$ cat config.mk
export PLATFORM = sky130hd
export DESIGN_NAME = cereal_rx
export DESIGN_NICKNAME = d
export VERILOG_FILES = /design/src/rtl/cereal_rx.sv
export SDC_FILE = /design/constraint.sdc
export NUM_CORES = 1
export LEC_CHECK = 0
export ABC_AREA = 1
export CORE_UTILIZATION = 30
export DETAILED_ROUTE_END_ITERATION = 12
export GPL_TIMING_DRIVEN = 0
export HOLD_SLACK_MARGIN = 0.05
export RECOVER_POWER = 25
export SYNTH_ARGS = -nofsm -noshare
export SYNTH_HDL_FRONTEND = slang
export SYNTH_SLANG_ARGS = --single-unit
$ cat constraint.sdc
create_clock -name sysclk -period 4.8 [get_ports sysclk]
set_input_delay 0.96 -clock sysclk [delete_from_list [all_inputs] [get_ports sysclk]]
set_output_delay 0.96 -clock sysclk [all_outputs]
set_load 0.1 [all_outputs]
$ cat src/rtl/cereal_rx.sv
// 8N1 serial receiver (idle-high, LSB first): one byte and a one-cycle valid per good frame, frame_err on a low stop bit.
// Define CEREAL_RX_SYNC_EN to put a two-flop synchronizer on rx (adds 2 cycles of latency).
module cereal_rx #(
    parameter int CLKS_PER_BIT = 10417
) (
    input  logic       sysclk,
    input  logic       rst_n,
    input  logic       rx,
    output logic [7:0] data,
    output logic       valid,
    output logic       frame_err,
    output logic       busy
);

    localparam int H     = CLKS_PER_BIT / 2;
    localparam int CNT_W = $clog2(CLKS_PER_BIT);
    localparam logic [CNT_W-1:0] HALF_LAST = CNT_W'(H - 1);
    localparam logic [CNT_W-1:0] BIT_LAST  = CNT_W'(CLKS_PER_BIT - 1);

    typedef enum logic [2:0] {
        S_IDLE,
        S_START,
        S_DATA,
        S_STOP,
        S_BREAK
    } state_t;

    state_t           state;
    state_t           state_nxt;
    logic             rx_s;
    logic [CNT_W-1:0] cnt;
    logic [2:0]       idx;
    logic [7:0]       shreg;
    logic             tick_half;
    logic             tick_bit;
    logic             cnt_clr;
    logic             cnt_inc;
    logic             idx_clr;
    logic             shift_en;
    logic             load_byte;
    logic             flag_err;

`ifdef CEREAL_RX_SYNC_EN
    logic [1:0] sync;

    always_ff @(posedge sysclk or negedge rst_n) begin
        if (!rst_n) begin
            sync <= 2'b11;
        end else begin
            sync <= {sync[0], rx};
        end
    end

    assign rx_s = sync[1];
`else
    assign rx_s = rx;
`endif

    assign tick_half = (cnt == HALF_LAST);
    assign tick_bit  = (cnt == BIT_LAST);

    always_ff @(posedge sysclk or negedge rst_n) begin
        if (!rst_n) begin
            state <= S_IDLE;
        end else begin
            state <= state_nxt;
        end
    end

    always_comb begin
        state_nxt = state;
        case (state)
            S_IDLE:  if (!rx_s) state_nxt = S_START;
            S_START: if (tick_half) state_nxt = rx_s ? S_IDLE : S_DATA;
            S_DATA:  if (tick_bit && idx == 3'd7) state_nxt = S_STOP;
            S_STOP:  if (tick_bit) state_nxt = rx_s ? S_IDLE : S_BREAK;
            S_BREAK: if (rx_s) state_nxt = S_IDLE;
            default: state_nxt = S_IDLE;
        endcase
    end

    always_comb begin
        cnt_clr   = 1'b0;
        cnt_inc   = 1'b0;
        idx_clr   = 1'b0;
        shift_en  = 1'b0;
        load_byte = 1'b0;
        flag_err  = 1'b0;
        busy      = (state != S_IDLE);
        case (state)
            S_IDLE: cnt_clr = !rx_s;
            S_START: begin
                if (tick_half) begin
                    cnt_clr = 1'b1;
                    idx_clr = 1'b1;
                end else begin
                    cnt_inc = 1'b1;
                end
            end
            S_DATA: begin
                if (tick_bit) begin
                    cnt_clr  = 1'b1;
                    shift_en = 1'b1;
                end else begin
                    cnt_inc = 1'b1;
                end
            end
            S_STOP: begin
                if (tick_bit) begin
                    cnt_clr   = 1'b1;
                    load_byte = rx_s;
                    flag_err  = !rx_s;
                end else begin
                    cnt_inc = 1'b1;
                end
            end
            default: ;
        endcase
    end

    // Bit-timing counter and byte assembly; the index wraps from 7 to 0 on its own.
    always_ff @(posedge sysclk or negedge rst_n) begin
        if (!rst_n) begin
            cnt <= '0;
            idx <= '0;
        end else begin
            if (cnt_clr) begin
                cnt <= '0;
            end else if (cnt_inc) begin
                cnt <= cnt + 1'b1;
            end
            if (idx_clr) begin
                idx <= '0;
            end else if (shift_en) begin
                idx <= idx + 1'b1;
            end
        end
    end

    always_ff @(posedge sysclk) begin
        if (shift_en) begin
            shreg[idx] <= rx_s;
        end
    end

    always_ff @(posedge sysclk or negedge rst_n) begin
        if (!rst_n) begin
            data      <= 8'h00;
            valid     <= 1'b0;
            frame_err <= 1'b0;
        end else begin
            valid     <= load_byte;
            frame_err <= flag_err;
            if (load_byte) begin
                data <= shreg;
            end
        end
    end

endmodule

After elaboration in Yosys (flattened, before gate mapping). Cells that the tools add are included. W data, S select, Z words.

Register bits after elaboration: 38. Input bits: 3. Output and inout port bits: 11. Word-level logic and storage cells: 59.

Add/subtract/negate cells: 2. $lt $le $gt $ge: 2. Eq/ne operators: 12. Multiplexer cells: 27. Reductions and logical operators: 9.

Operators by type and width (count): $mux W14 (2); $mux W3 (8); $pmux W3 S5 (1); $add A14 B1 Y14 const B (1); $eq A14 B13 Y1 const B (1); $eq A14 B14 Y1 const B (1); $mux W1 (11); $ne A2 B2 Y1 const B (5); $bwmux W8 (1); $eq A3 B2 Y1 const B (2); $eq A3 B3 Y1 const B (2); $reduce_and A5 Y1 (1); $lt A3 B4 Y1 const B (1); $reduce_bool A2 Y1 (2); $add A3 B1 Y3 const B (1); $demux W1 S3 (1); $eq A3 B1 Y1 const B (1); $ge A3 B1 Y1 const B (1); $logic_not A3 Y1 (1); $pmux W1 S3 (1); $reduce_bool A3 Y1 (1); $logic_and A1 B1 Y1 (2); $mux W2 (1); $pmux W1 S2 (1); 2 further kinds (2).

Logic depth before layout (Yosys ltp).
Depth after elaboration: 5. Mapped depth: 13. Gate-level depth less buffers: 12.

Worst setup path before layout. No wires, ideal clock.

Kind: register -> register. Start: reg state[0]. End: reg cnt[10]. Library setup time: 0.118 ns. Data arrival time: 2.058 ns. Data required time: 4.682 ns. Path slack: 2.625 ns. Stages on the path, launching flop included: 9. Path buffers: 1. Clock period less this slack: 2.175 ns. Path through: dfrtp_1 -> nor2_1 -> nand2_1 -> or2_2 -> nand2_1 -> nor2_2 -> buf_6 -> nand3_1 -> nand2_1.

Cells in the longest elaborated chain, start to end: 4. Elaborated cells between the ends (all ways): 9. Classes of those cells: eq/ne: 3; mux: 3; reduce/logical: 3.

RTL lines: start, declared (line 28) `state_t state;`; start signal, assigned (line 66) `state <= state_nxt;`; $eq A3 B2 Y1 (line 90) `case (state)`; $reduce_or A2 Y1 (no line); $pmux W1 S3 or $pmux W1 S2 (tied branches) (line 90); $mux W14 or $reduce_bool A2 Y1 (tied branches); end signal, assigned (line 130) `cnt <= cnt + 1'b1;`; end, declared (line 31) `logic [CNT_W-1:0] cnt;`.

Several ways; a longest one is shown, not always the timed one. A chain may end at the register's enable or synchronous reset.

Worst setup path in the final report.
Start: reg state[0]. End: out busy.

Cells in the longest elaborated chain, start to end: 1.

RTL lines: $reduce_bool A3 Y1 (line 89) `busy = (state != S_IDLE);`; end, declared (line 12) `output logic busy`.

Every way passes these cells.

==> flow_metrics.py <==
metrics = {
    "yosys": {
        "yosysWarnings": 0,
        "netlist_area_um2": 2190,
        "yosys.area.top_type": "dfrtp_1",
        "synth-seq-cells": 38,
        "ys_seq_area_share_pct": 45.2,
        "netlist.area_leader.share_pct": 34.2,
        "ys_types": 25,
        "syn-mean-instance-area_um2": 7.62,
        "syn-num-nets": 295,
        "synthTopCellsByArea": "dfrtp_1, nand2_1, edfxtp_1",
        "synth_cells": 288,
    },
    "floorplan": {
        "die-area_um2": 7660,
        "ios": 14,
        "die_h_um": 87.5,
        "core_um2": 6940,
        "start_util_pct": 31.6,
        "rows": 30,
        "fp.dieW_um": 87.5,
    },
    "clocking": {
        "htree_levels": 2,
        "cts_buffer_depth": 2,
        "post_cts_buffers": 0,
        "cts-buffers-inserted": 5,
        "cts_tree": "yes",
        "clk_pin_slew_ns": 0.08,
        "holdBufCountCts": 0,
        "cts_resized": 0,
        "ctsRootBufferMaster": "clkbuf_8",
        "clkLatencyLatePin_ns": 0.29,
        "cts.sinks": 38,
    },
    "detailed_routing": {
        "drt_iter0_drc": 103,
        "wl_per_cell_um": 11.0,
        "wirelength_um": 4470,
        "drc_errors": 0,
        "firstDrtPassIters": 4,
        "vias": 1838,
        "vias_per_cell": 4.54,
        "ant_nets": 0,
    },
    "timing": {
        "fin_worst_skew_ns": 0.00485,
        "slew_violations": 31,
        "fmax_mhz": 325,
        "fin_setup_tns_ns": 0,
        "finalHoldViolations": 0,
        "finalSetupViolCount": 0,
        "relSlewSlack_pct": -10.4,
        "rsz0062_at_grt": "false",
        "period_needed_ns": 3.08,
        "tightest_slew_ns": 1.66,
        "finalCritPeriodShare_pct": 64.1,
        "whs_ns": 0.440,
    },
    "worst_hold_path": {
        "whs_path_depth": 2,
        "hold_start": "shreg[5]$_DFFE_PP_",
        "min_to": "data[5]$_DFFE_PN0P_",
        "hp-class": "reg -> reg",
    },
    "power_and_ir_drop": {
        "ir_drop_mv": 0.0946,
        "p_per_area_nw_per_um2": 258,
        "p_leak_nw": 1.20,
        "comb_power_share_pct": 1.2,
        "sw_frac_of_total_pct": 19.0,
        "seq_power_share_pct": 49.5,
        "internal_power_mw": 0.539,
        "p_clk_share_pct": 49.3,
        "switchingPower_mw": 0.126,
    },
    "critical_path": {
        "crit_arrival_ns": 2.12,
        "crit-reg2reg-launch": "cnt[0]$_DFFE_PN0P_",
        "rr_worst_depth": 8,
        "cp-end-kind": "primary output",
        "path_class": "reg -> out",
        "slowest_delay_ns": 1.14,
        "r2r-end": "shreg[3]$_DFFE_PP_",
        "cp_cell_sequence": "nor2_1 > nand2_1 > clkdlybuf4s50_1",
        "crit_required_ns": 3.84,
        "r2r_slack_ns": 2.88,
        "startpoint_type": "flop",
        "crit_slowest_cell": "clkdlybuf4s50_1",
        "crit_fanout": 7,
    },
    "global_routing": {
        "grt_max_degree": 31,
        "grt_pass1_vias": 1671,
        "grt_util_all_layers_pct": 13.3,
        "antenna_found_initial": 0,
        "overflow": 0,
        "grt_pass1_wl_um": 7850,
    },
    "run_status": {
        "violations": "capacitance limit, slew limit",
        "status": "complete, but fails checks",
    },
    "place": {
        "dpl.hpwl_um": 3320,
        "io_buffers": 13,
        "place_congestion": 0.878,
    },
    "finish": {
        "nets": 315,
        "layout_common_cells": "nand2_1, nor2_1, nand3_1",
        "fin_util_pct": 37.1,
        "final_common_cell": "nand2_1",
        "synthToLayoutAreaGrowth_pct": 17.4,
        "num-fill-cells": 713,
        "antenna-diode-count": 0,
        "drive_gt1_share_pct": 12.6,
    },
    "job": {
        "cap_violations": 1,
    },
}
## worst max path at each step
stage / from / endpoint / slack [ns] / cells after the start
floorplan: state[0]$_DFFE_PN0P_ / cnt[10]$_DFFE_PN0P_ / 2.62 / 8
global placement: state[0]$_DFFE_PN0P_ / busy / 2.03 / 3
detailed placement: state[0]$_DFFE_PN0P_ / busy / 2.04 / 3
CTS: state[0]$_DFFE_PN0P_ / busy / 1.70 / 3
global route: state[0]$_DFFE_PN0P_ / busy / 1.61 / 3
finish: state[0]$_DFFE_PN0P_ / busy / 1.72 / 3
## metal layers
metal  up-vias  global-route usage (%)  share of wire (%)
li1        968                       -                  -
met1       828                    18.3                 51
met2        36                    20.9                 44
met3         6                    3.02                3.6
met4         0                    4.47                1.6
met5         -                       0                  0
## through the flow
step / power (mW) / cells / worst slack [ns] / instance area, um2
3_5_place_dp: 0.344 / 397 / 2.04 / 2440
6_report: 0.665 / 405 / 1.72 / 2580
3_3_place_gp: 0.345 / 397 / 2.03 / 2440
5_1_grt: 0.685 / 405 / 1.61 / 2580
4_1_cts: 0.675 / 405 / 1.70 / 2580
2_1_floorplan: 0.336 / 288 / 2.62 / 2190
## cell type report
cell class	count	area (um2)	share of cell area, %
inverter	28	109	4.23
timing repair buffer	13	124	4.81
multi-input combinational	217	1050	40.8
clock buffer	5	68.8	2.67
sequential	38	991	38.5
clock inverter	3	68.8	2.67
buffer	5	43.8	1.70
tap	96	120	4.66
## power groups by stage
| stage | clock network, mW | registers, mW | logic (mW) |
|---|---|---|---|
| after global placement | 0 | 0.336 | 0.00892 |
| after floorplan | 0 | 0.336 | 0.000395 |
| after CTS | 0.337 | 0.329 | 0.00868 |
| after detailed placement | 0 | 0.336 | 0.00865 |
| after global routing | 0.346 | 0.329 | 0.00949 |
| final | 0.327 | 0.329 | 0.00793 |
## kinds of logic after synthesis
family / synth area share, %
xor gates and xnor gates: 2.00
and+or+nand+nor: 42.2
adders and majority gates: 2.28
buffers and inverters: 6.96
DFF: 45.2
AOI/OAI and AO/OA: 1.37
## critical path, delay by kind of cell, from the launching register on
kind | cells | cell delay [ns]
DFF | 1 | 0.46
and+or+nand+nor | 2 | 0.22
buffers and inverters | 1 | 1.14
## cells in the mapped netlist
library cell  instances
buf_6                 3
nor3_2                1
o21ai_0               1
and2_1                1
inv_1                20
nor3_1                5
buf_2                 2
nand3_4               1
nor3_4                1
a21oi_1               5
clkinv_2              3
nand2_2               6
xor2_1                5
edfxtp_1              8
dfrtp_1              30
nand3_1              37
or2_2                 2
inv_2                 5
nand4_1               8
nand2_4               1
ha_1                  4
nand2_1              87
nor2_1               41
nand3b_1              5
nor2_2                6
## flip-flops by register name, summed over array words and instances (netlist names)
| name | cells |
|---|---|
| shreg | 8 |
| valid | 1 |
| idx | 3 |
| data | 8 |
| frame_err | 1 |
| cnt | 14 |
| state | 3 |
Power figures use the tool's default switching activity.
